File: src/rtl/seq_det_pkg.sv
// Shared types and helpers for the programmable serial pattern detector family.
package seq_det_pkg;

  typedef enum logic [1:0] {
    UNCFG = 2'd0,
    HUNT  = 2'd1,
    MATCH = 2'd2
  } state_t;

  // One bit of the length mask: positions below len take part in the compare.
  function automatic logic in_mask(input int unsigned idx, input int unsigned len);
    return idx < len;
  endfunction

endpackage

File: src/rtl/seq_detect_prog_if.sv
// Data, configuration and status signals of the pattern detector.
interface seq_detect_prog_if #(
  parameter int MAX_LEN = 8,
  parameter int CNT_W   = 8,
  parameter int LEN_W   = $clog2(MAX_LEN) + 1
);
  logic               in_valid;
  logic               in_bit;
  logic               cfg_load;
  logic [MAX_LEN-1:0] cfg_pattern;
  logic [LEN_W-1:0]   cfg_len;
  logic               cfg_overlap;
  logic               cnt_clr;
  logic               det;
  logic               cfg_ok;
  logic               cfg_err;
  logic [CNT_W-1:0]   match_count;

  modport master (
    output in_valid, in_bit, cfg_load, cfg_pattern, cfg_len, cfg_overlap, cnt_clr,
    input  det, cfg_ok, cfg_err, match_count
  );

  modport slave (
    input  in_valid, in_bit, cfg_load, cfg_pattern, cfg_len, cfg_overlap, cnt_clr,
    output det, cfg_ok, cfg_err, match_count
  );
endinterface

File: src/rtl/seq_match_cmp.sv
// Masked compare of a bit history window against a pattern of programmable length.
module seq_match_cmp
  import seq_det_pkg::*;
#(
  parameter int MAX_LEN = 8,
  parameter int LEN_W   = $clog2(MAX_LEN) + 1
) (
  input  logic [MAX_LEN-1:0] hist,
  input  logic [MAX_LEN-1:0] pattern,
  input  logic [LEN_W-1:0]   len,
  output logic               eq
);

  logic [MAX_LEN-1:0] mask;

  always_comb begin
    mask = '0;
    for (int i = 0; i < MAX_LEN; i++) begin
      mask[i] = in_mask(i, 32'(len));
    end
    eq = (((hist ^ pattern) & mask) == '0);
  end

endmodule

File: src/rtl/seq_detect_prog.sv
// Runtime-programmable serial pattern detector with Moore match flag and saturating counter.
//   state | meaning
//   UNCFG | no valid configuration since reset; input bits ignored
//   HUNT  | configured, last accepted bit did not complete a match
//   MATCH | last accepted bit completed a match; det high
module seq_detect_prog
  import seq_det_pkg::*;
#(
  parameter int MAX_LEN = 8,
  parameter int CNT_W   = 8,
  parameter int LEN_W   = $clog2(MAX_LEN) + 1
) (
  input logic               clk,
  input logic               rst,
  seq_detect_prog_if.slave  bus
);

  state_t             state_q, state_n;
  // The oldest bit of a full window is never compared again, so one bit less is kept.
  logic [MAX_LEN-2:0] hist_q, hist_d;
  logic [LEN_W-1:0]   fill_q, fill_d;
  logic [MAX_LEN-1:0] pat_q, pat_d;
  logic [LEN_W-1:0]   len_q, len_d;
  logic               ovl_q, ovl_d;
  logic [CNT_W-1:0]   cnt_q, cnt_d;
  logic               err_q, err_d;
  logic               det_q, cfg_ok_q;

  logic [MAX_LEN-1:0] hist_n;
  logic [LEN_W-1:0]   fill_n;
  logic               cfg_valid;
  logic               accept;
  logic               pat_eq;
  logic               hit;

  assign hist_n    = {hist_q, bus.in_bit};
  assign fill_n    = (fill_q < len_q) ? fill_q + LEN_W'(1) : len_q;
  assign cfg_valid = (bus.cfg_len != '0) && (bus.cfg_len <= LEN_W'(MAX_LEN));
  assign accept    = (state_q != UNCFG) && bus.in_valid && !bus.cfg_load;
  assign hit       = accept && (fill_n == len_q) && pat_eq;

  seq_match_cmp #(
    .MAX_LEN (MAX_LEN),
    .LEN_W   (LEN_W)
  ) u_cmp (
    .hist    (hist_n),
    .pattern (pat_q),
    .len     (len_q),
    .eq      (pat_eq)
  );

  always_ff @(posedge clk or negedge rst) begin
    if (!rst) begin
      state_q <= UNCFG;
    end else begin
      state_q <= state_n;
    end
  end

  always_comb begin
    state_n = state_q;
    hist_d  = hist_q;
    fill_d  = fill_q;
    pat_d   = pat_q;
    len_d   = len_q;
    ovl_d   = ovl_q;
    cnt_d   = cnt_q;
    err_d   = 1'b0;

    if (bus.cfg_load) begin
      if (cfg_valid) begin
        state_n = HUNT;
        pat_d   = bus.cfg_pattern;
        len_d   = bus.cfg_len;
        ovl_d   = bus.cfg_overlap;
        hist_d  = '0;
        fill_d  = '0;
      end else begin
        err_d = 1'b1;
      end
    end else if (accept) begin
      hist_d = hist_n[MAX_LEN-2:0];
      if (hit) begin
        state_n = MATCH;
        fill_d  = ovl_q ? len_q : '0;
        if (cnt_q != '1) begin
          cnt_d = cnt_q + CNT_W'(1);
        end
      end else begin
        state_n = HUNT;
        fill_d  = fill_n;
      end
    end

    if (bus.cnt_clr) begin
      cnt_d = '0;
    end
  end

  always_ff @(posedge clk or negedge rst) begin
    if (!rst) begin
      hist_q   <= '0;
      fill_q   <= '0;
      pat_q    <= '0;
      len_q    <= '0;
      ovl_q    <= 1'b0;
      cnt_q    <= '0;
      err_q    <= 1'b0;
      det_q    <= 1'b0;
      cfg_ok_q <= 1'b0;
    end else begin
      hist_q   <= hist_d;
      fill_q   <= fill_d;
      pat_q    <= pat_d;
      len_q    <= len_d;
      ovl_q    <= ovl_d;
      cnt_q    <= cnt_d;
      err_q    <= err_d;
      det_q    <= (state_n == MATCH);
      cfg_ok_q <= (state_n != UNCFG);
    end
  end

  assign bus.det         = det_q;
  assign bus.cfg_ok      = cfg_ok_q;
  assign bus.cfg_err     = err_q;
  assign bus.match_count = cnt_q;

endmodule

File: src/flat_wrapper.sv
// flat-port wrapper written by rule: the top's interface ports become plain ports
module seq_detect_prog_flat import seq_det_pkg::*;
#(
  parameter int MAX_LEN = 8,
  parameter int CNT_W   = 8,
  parameter int LEN_W   = $clog2(MAX_LEN) + 1
)
  (clk, rst, bus_in_valid, bus_in_bit, bus_cfg_load, bus_cfg_pattern, bus_cfg_len, bus_cfg_overlap, bus_cnt_clr, bus_det, bus_cfg_ok, bus_cfg_err, bus_match_count);
  seq_detect_prog_if #(.MAX_LEN(MAX_LEN), .CNT_W(CNT_W), .LEN_W(LEN_W)) bus_i ();
  input logic clk;
  input logic rst;
  input wire logic [$bits(bus_i.in_valid)-1:0] bus_in_valid;
  input wire logic [$bits(bus_i.in_bit)-1:0] bus_in_bit;
  input wire logic [$bits(bus_i.cfg_load)-1:0] bus_cfg_load;
  input wire logic [$bits(bus_i.cfg_pattern)-1:0] bus_cfg_pattern;
  input wire logic [$bits(bus_i.cfg_len)-1:0] bus_cfg_len;
  input wire logic [$bits(bus_i.cfg_overlap)-1:0] bus_cfg_overlap;
  input wire logic [$bits(bus_i.cnt_clr)-1:0] bus_cnt_clr;
  output wire logic [$bits(bus_i.det)-1:0] bus_det;
  output wire logic [$bits(bus_i.cfg_ok)-1:0] bus_cfg_ok;
  output wire logic [$bits(bus_i.cfg_err)-1:0] bus_cfg_err;
  output wire logic [$bits(bus_i.match_count)-1:0] bus_match_count;
  assign bus_i.in_valid = bus_in_valid;
  assign bus_i.in_bit = bus_in_bit;
  assign bus_i.cfg_load = bus_cfg_load;
  assign bus_i.cfg_pattern = bus_cfg_pattern;
  assign bus_i.cfg_len = bus_cfg_len;
  assign bus_i.cfg_overlap = bus_cfg_overlap;
  assign bus_i.cnt_clr = bus_cnt_clr;
  assign bus_det = bus_i.det;
  assign bus_cfg_ok = bus_i.cfg_ok;
  assign bus_cfg_err = bus_i.cfg_err;
  assign bus_match_count = bus_i.match_count;
  seq_detect_prog #(.MAX_LEN(MAX_LEN), .CNT_W(CNT_W), .LEN_W(LEN_W)) u_core (.clk(clk), .rst(rst), .bus(bus_i));
endmodule
File: config.mk
export PLATFORM = sky130hd
export DESIGN_NAME = seq_detect_prog_flat
export DESIGN_NICKNAME = d
export VERILOG_FILES = /design/src/rtl/seq_det_pkg.sv /design/src/rtl/seq_detect_prog_if.sv /design/src/rtl/seq_match_cmp.sv /design/src/rtl/seq_detect_prog.sv /design/src/flat_wrapper.sv
export SDC_FILE = /design/constraint.sdc
export NUM_CORES = 1
export LEC_CHECK = 0
export CAP_MARGIN = 20
export CORE_ASPECT_RATIO = 1.4
export CORE_MARGIN = 5
export CORE_UTILIZATION = 50
export CTS_CLUSTER_DIAMETER = 150
export DETAILED_ROUTE_END_ITERATION = 10
export GPL_ROUTABILITY_DRIVEN = 0
export PLACE_DENSITY = 0.74
export SYNTH_ARGS = -nofsm -noshare
export SYNTH_HDL_FRONTEND = slang
export SYNTH_HIERARCHICAL = 1
export SYNTH_SLANG_ARGS = --single-unit
File: constraint.sdc
create_clock -name clk -period 3.6 [get_ports clk]
set_input_delay 0.72 -clock clk [delete_from_list [all_inputs] [get_ports clk]]
set_output_delay 0.72 -clock clk [all_outputs]
set_load 0.005 [all_outputs]
==> run metrics <==
Max VDD drop=334.8 uV; RSZ-0062 raised after global routing=false; #FFs+latches synth=37; R2R Path Start=u_core/len_q[3]; Critical Path Source Type=register; Die Width=64.90 um; Hold Vio Cnt, Final=0; CP max stage delay=0.53 ns; setup tns final=0 ns; clk buf depth=2; root buf cell=clkbuf_8; number of synthesized flops with an enable pin=0; PD cells=538.6 nW/um2; post-place setup slack=0.3967 ns; worst setup margin=0.6330 ns; Worst-Margin Slew=1.025 ns; postcts setup bufs=0; # resized after CTS=0; r2r worst-path depth=8; final instance area=about 2500 um2; top_reg_cell synth=dfrtp_1; Slew Limit Fails=0; Int Pwr=916.8 uW; final number of setup-violating endpoints=0; clk sink count=37; Comb pwr share=between 30% and 40%; 1st-iter DRT viols=56; top cell type by total area after synthesis=dfrtp_1; post-synth top area share=43.89%; status=completed; H-tree Lvls=2; cell with the most instances after synthesis=dfrtp_1; first-pass GRT wire length=7879 um; Pleak=0.001099 uW; CTS tree=yes; Hold WS=0.5164 ns; Mapped Area=2110 um2; fin crit period=roughly 3 ns; ranking of synthesized cells by area=dfrtp_1, mux2_2, nand3_1, xor2_1, nand2_1; end-of-flow core utilization=61.16%; area grow syn2layout=20.88%; Ports=30; worst min path class=in -> async; synth cell count leaders=dfrtp_1, nand2_1, nand3_1, a21oi_1, mux2_2; WL/cell=16.02 um; DRT Wirelength=4629 um; Final HPWL DP=3228 um; crit path cell chain=or3b_1, a211oi_1, a31oi_1, a21oi_1, and4_1, a32oi_2, nor4_1, mux2_1; Top Layer Used=met4; PortBufs=29; initial antenna violation count=0; largest net degree at the start of global routing=38; CP bufs+invs=0; Reg2Reg Setup Slack=around 0.63 ns; Clk pin slew, worst setup/hold paths=0.07 ns; row cnt=28; asr flop ratio synth=100.0%; Post-Synthesis Cells=211; clock insertion delay at the later pin of the skew report=around 0.29 ns; fillcell total=370; metal2 WL=between 2000 and 2500 um; Max Clock Freq=0.3370 GHz; Clock power frac=27.2%; crit-path max FO=23; Die H=86.86 um; Total GRT Usage=18.05%; total number of vias=1757; Avg Vias per Cell=around 6.1; register area share after synthesis=between 40% and 50%; GRT overflow=0; cts hold-fix bufs=0; routed length on met3=207 um; crit path kind=reg -> reg; Net Sw Power=456.6 uW; Clock Skews=roughly 0.0074 ns; CP required=3.77 ns; met1 wire length=around 2000 um; total CTS buffers=5; final routed DRC violation total=0; CP max-delay cell=dfrtp_1; Die ar.=roughly 5600 um2; syn_nets=about 240; layout cell share with drive strength beyond 1=11.89%; Synth Area per Inst=9.998 um2; switch share=33.25%; Syn. warnings=6; Initial Utilization=50.60%; sequential power share=40.5%; Critical R2R Capture=u_core/bus.match_count[5]; Worst slew margin=between 30% and 40%; vias in the first global route=approximately 1800; Period Utilization, post-route=82.42%; core box area=4169 um2; NumNets Final=267; Cell Area, Placed=2434 um2; Worst setup EP type=register; synth unique cells=48; # diodes=0; DR pass1 iterations=4; Max Cap Violations=0; Post-DRT Antenna Nets=0; crit-path leading delay family=simple AND/OR/NAND/NOR gates; Data arrival, critical path=approximately 3.1 ns
-- power by group through the flow --
stage | combinational [uW] | clock [uW] | sequential [uW]
4_1_cts | 444 | 385 | 555
3_5_place_dp | 439 | 0 | 563
6_report | 444 | 373 | 556
3_3_place_gp | 431 | 0 | 561
5_1_grt | 499 | 401 | 566
2_1_floorplan | 345 | 0 | 537
-- through the flow --
stage	total power, uW	cells
floorplan	881.8	211
global placement	992.2	281
detailed placement	1002	281
CTS	1384	289
global route	1467	289
finish	1373	289
-- worst max-delay path by stage --
stage / startpoint / to / cells past startpoint
after global routing: u_core/len_q[2] / u_core/bus.match_count[4] / 8
after floorplan: u_core/len_q[1] / u_core/bus.match_count[5] / 8
after global placement: bus_in_bit / u_core/bus.match_count[5] / 9
after CTS: u_core/len_q[2] / u_core/bus.match_count[5] / 8
final: u_core/len_q[3] / u_core/bus.match_count[5] / 8
after detailed placement: bus_in_bit / u_core/bus.match_count[5] / 9
-- cell families (layout without fill, tap and decap cells) --
| group | count (synthesis) | after routing | synth area share, % |
|---|---|---|---|
| fa+ha+maj | 5 | 5 | 2.966 |
| xor+xnor | 15 | 15 | 7.533 |
| buf+inv | 12 | 45 | 2.965 |
| compound gates | 48 | 48 | 15.13 |
| mux | 15 | 15 | 8.126 |
| simple gates | 79 | 79 | 19.40 |
| flops | 37 | 37 | 43.89 |
-- area by class of cell --
type / instances / area (um2) / share of cell area, %
tap: 45 / 56.30 / 2.208
clock inverter: 1 / 30.03 / 1.178
clock buffer: 7 / 86.33 / 3.386
timing repair buffer: 33 / 315.3 / 12.37
sequential: 37 / 925.9 / 36.31
multi-input combinational: 162 / 1121 / 43.96
inverter: 4 / 15.01 / 0.5888
-- state kept, by name, indices dropped and copies added (netlist names) --
register / flops
u_core/bus.match_count: 8
u_core/state_q: 2
u_core/len_q: 4
u_core/ovl_q: 1
u_core/bus.cfg_ok: 1
u_core/bus.det: 1
u_core/hist_q: 7
u_core/fill_q: 4
u_core/bus.cfg_err: 1
u_core/pat_q: 8
-- cell usage in the layout (no fill, tap or decap), types with 9 or more instances in the layout --
cell / count
dfrtp_1: 37
clkdlybuf4s50_1: 28
nand2_1: 20
nand3_1: 19
a21oi_1: 12
mux2_2: 12
o21ai_0: 11
xor2_1: 10
nor2_1: 9
-- metal layers --
layer  vias up  track usage (%)
met5         -                0
met4         0            8.846
met3         6            3.488
met2        51            31.19
met1       867            21.24
li1        833                -
Power figures use the tool's default switching activity.
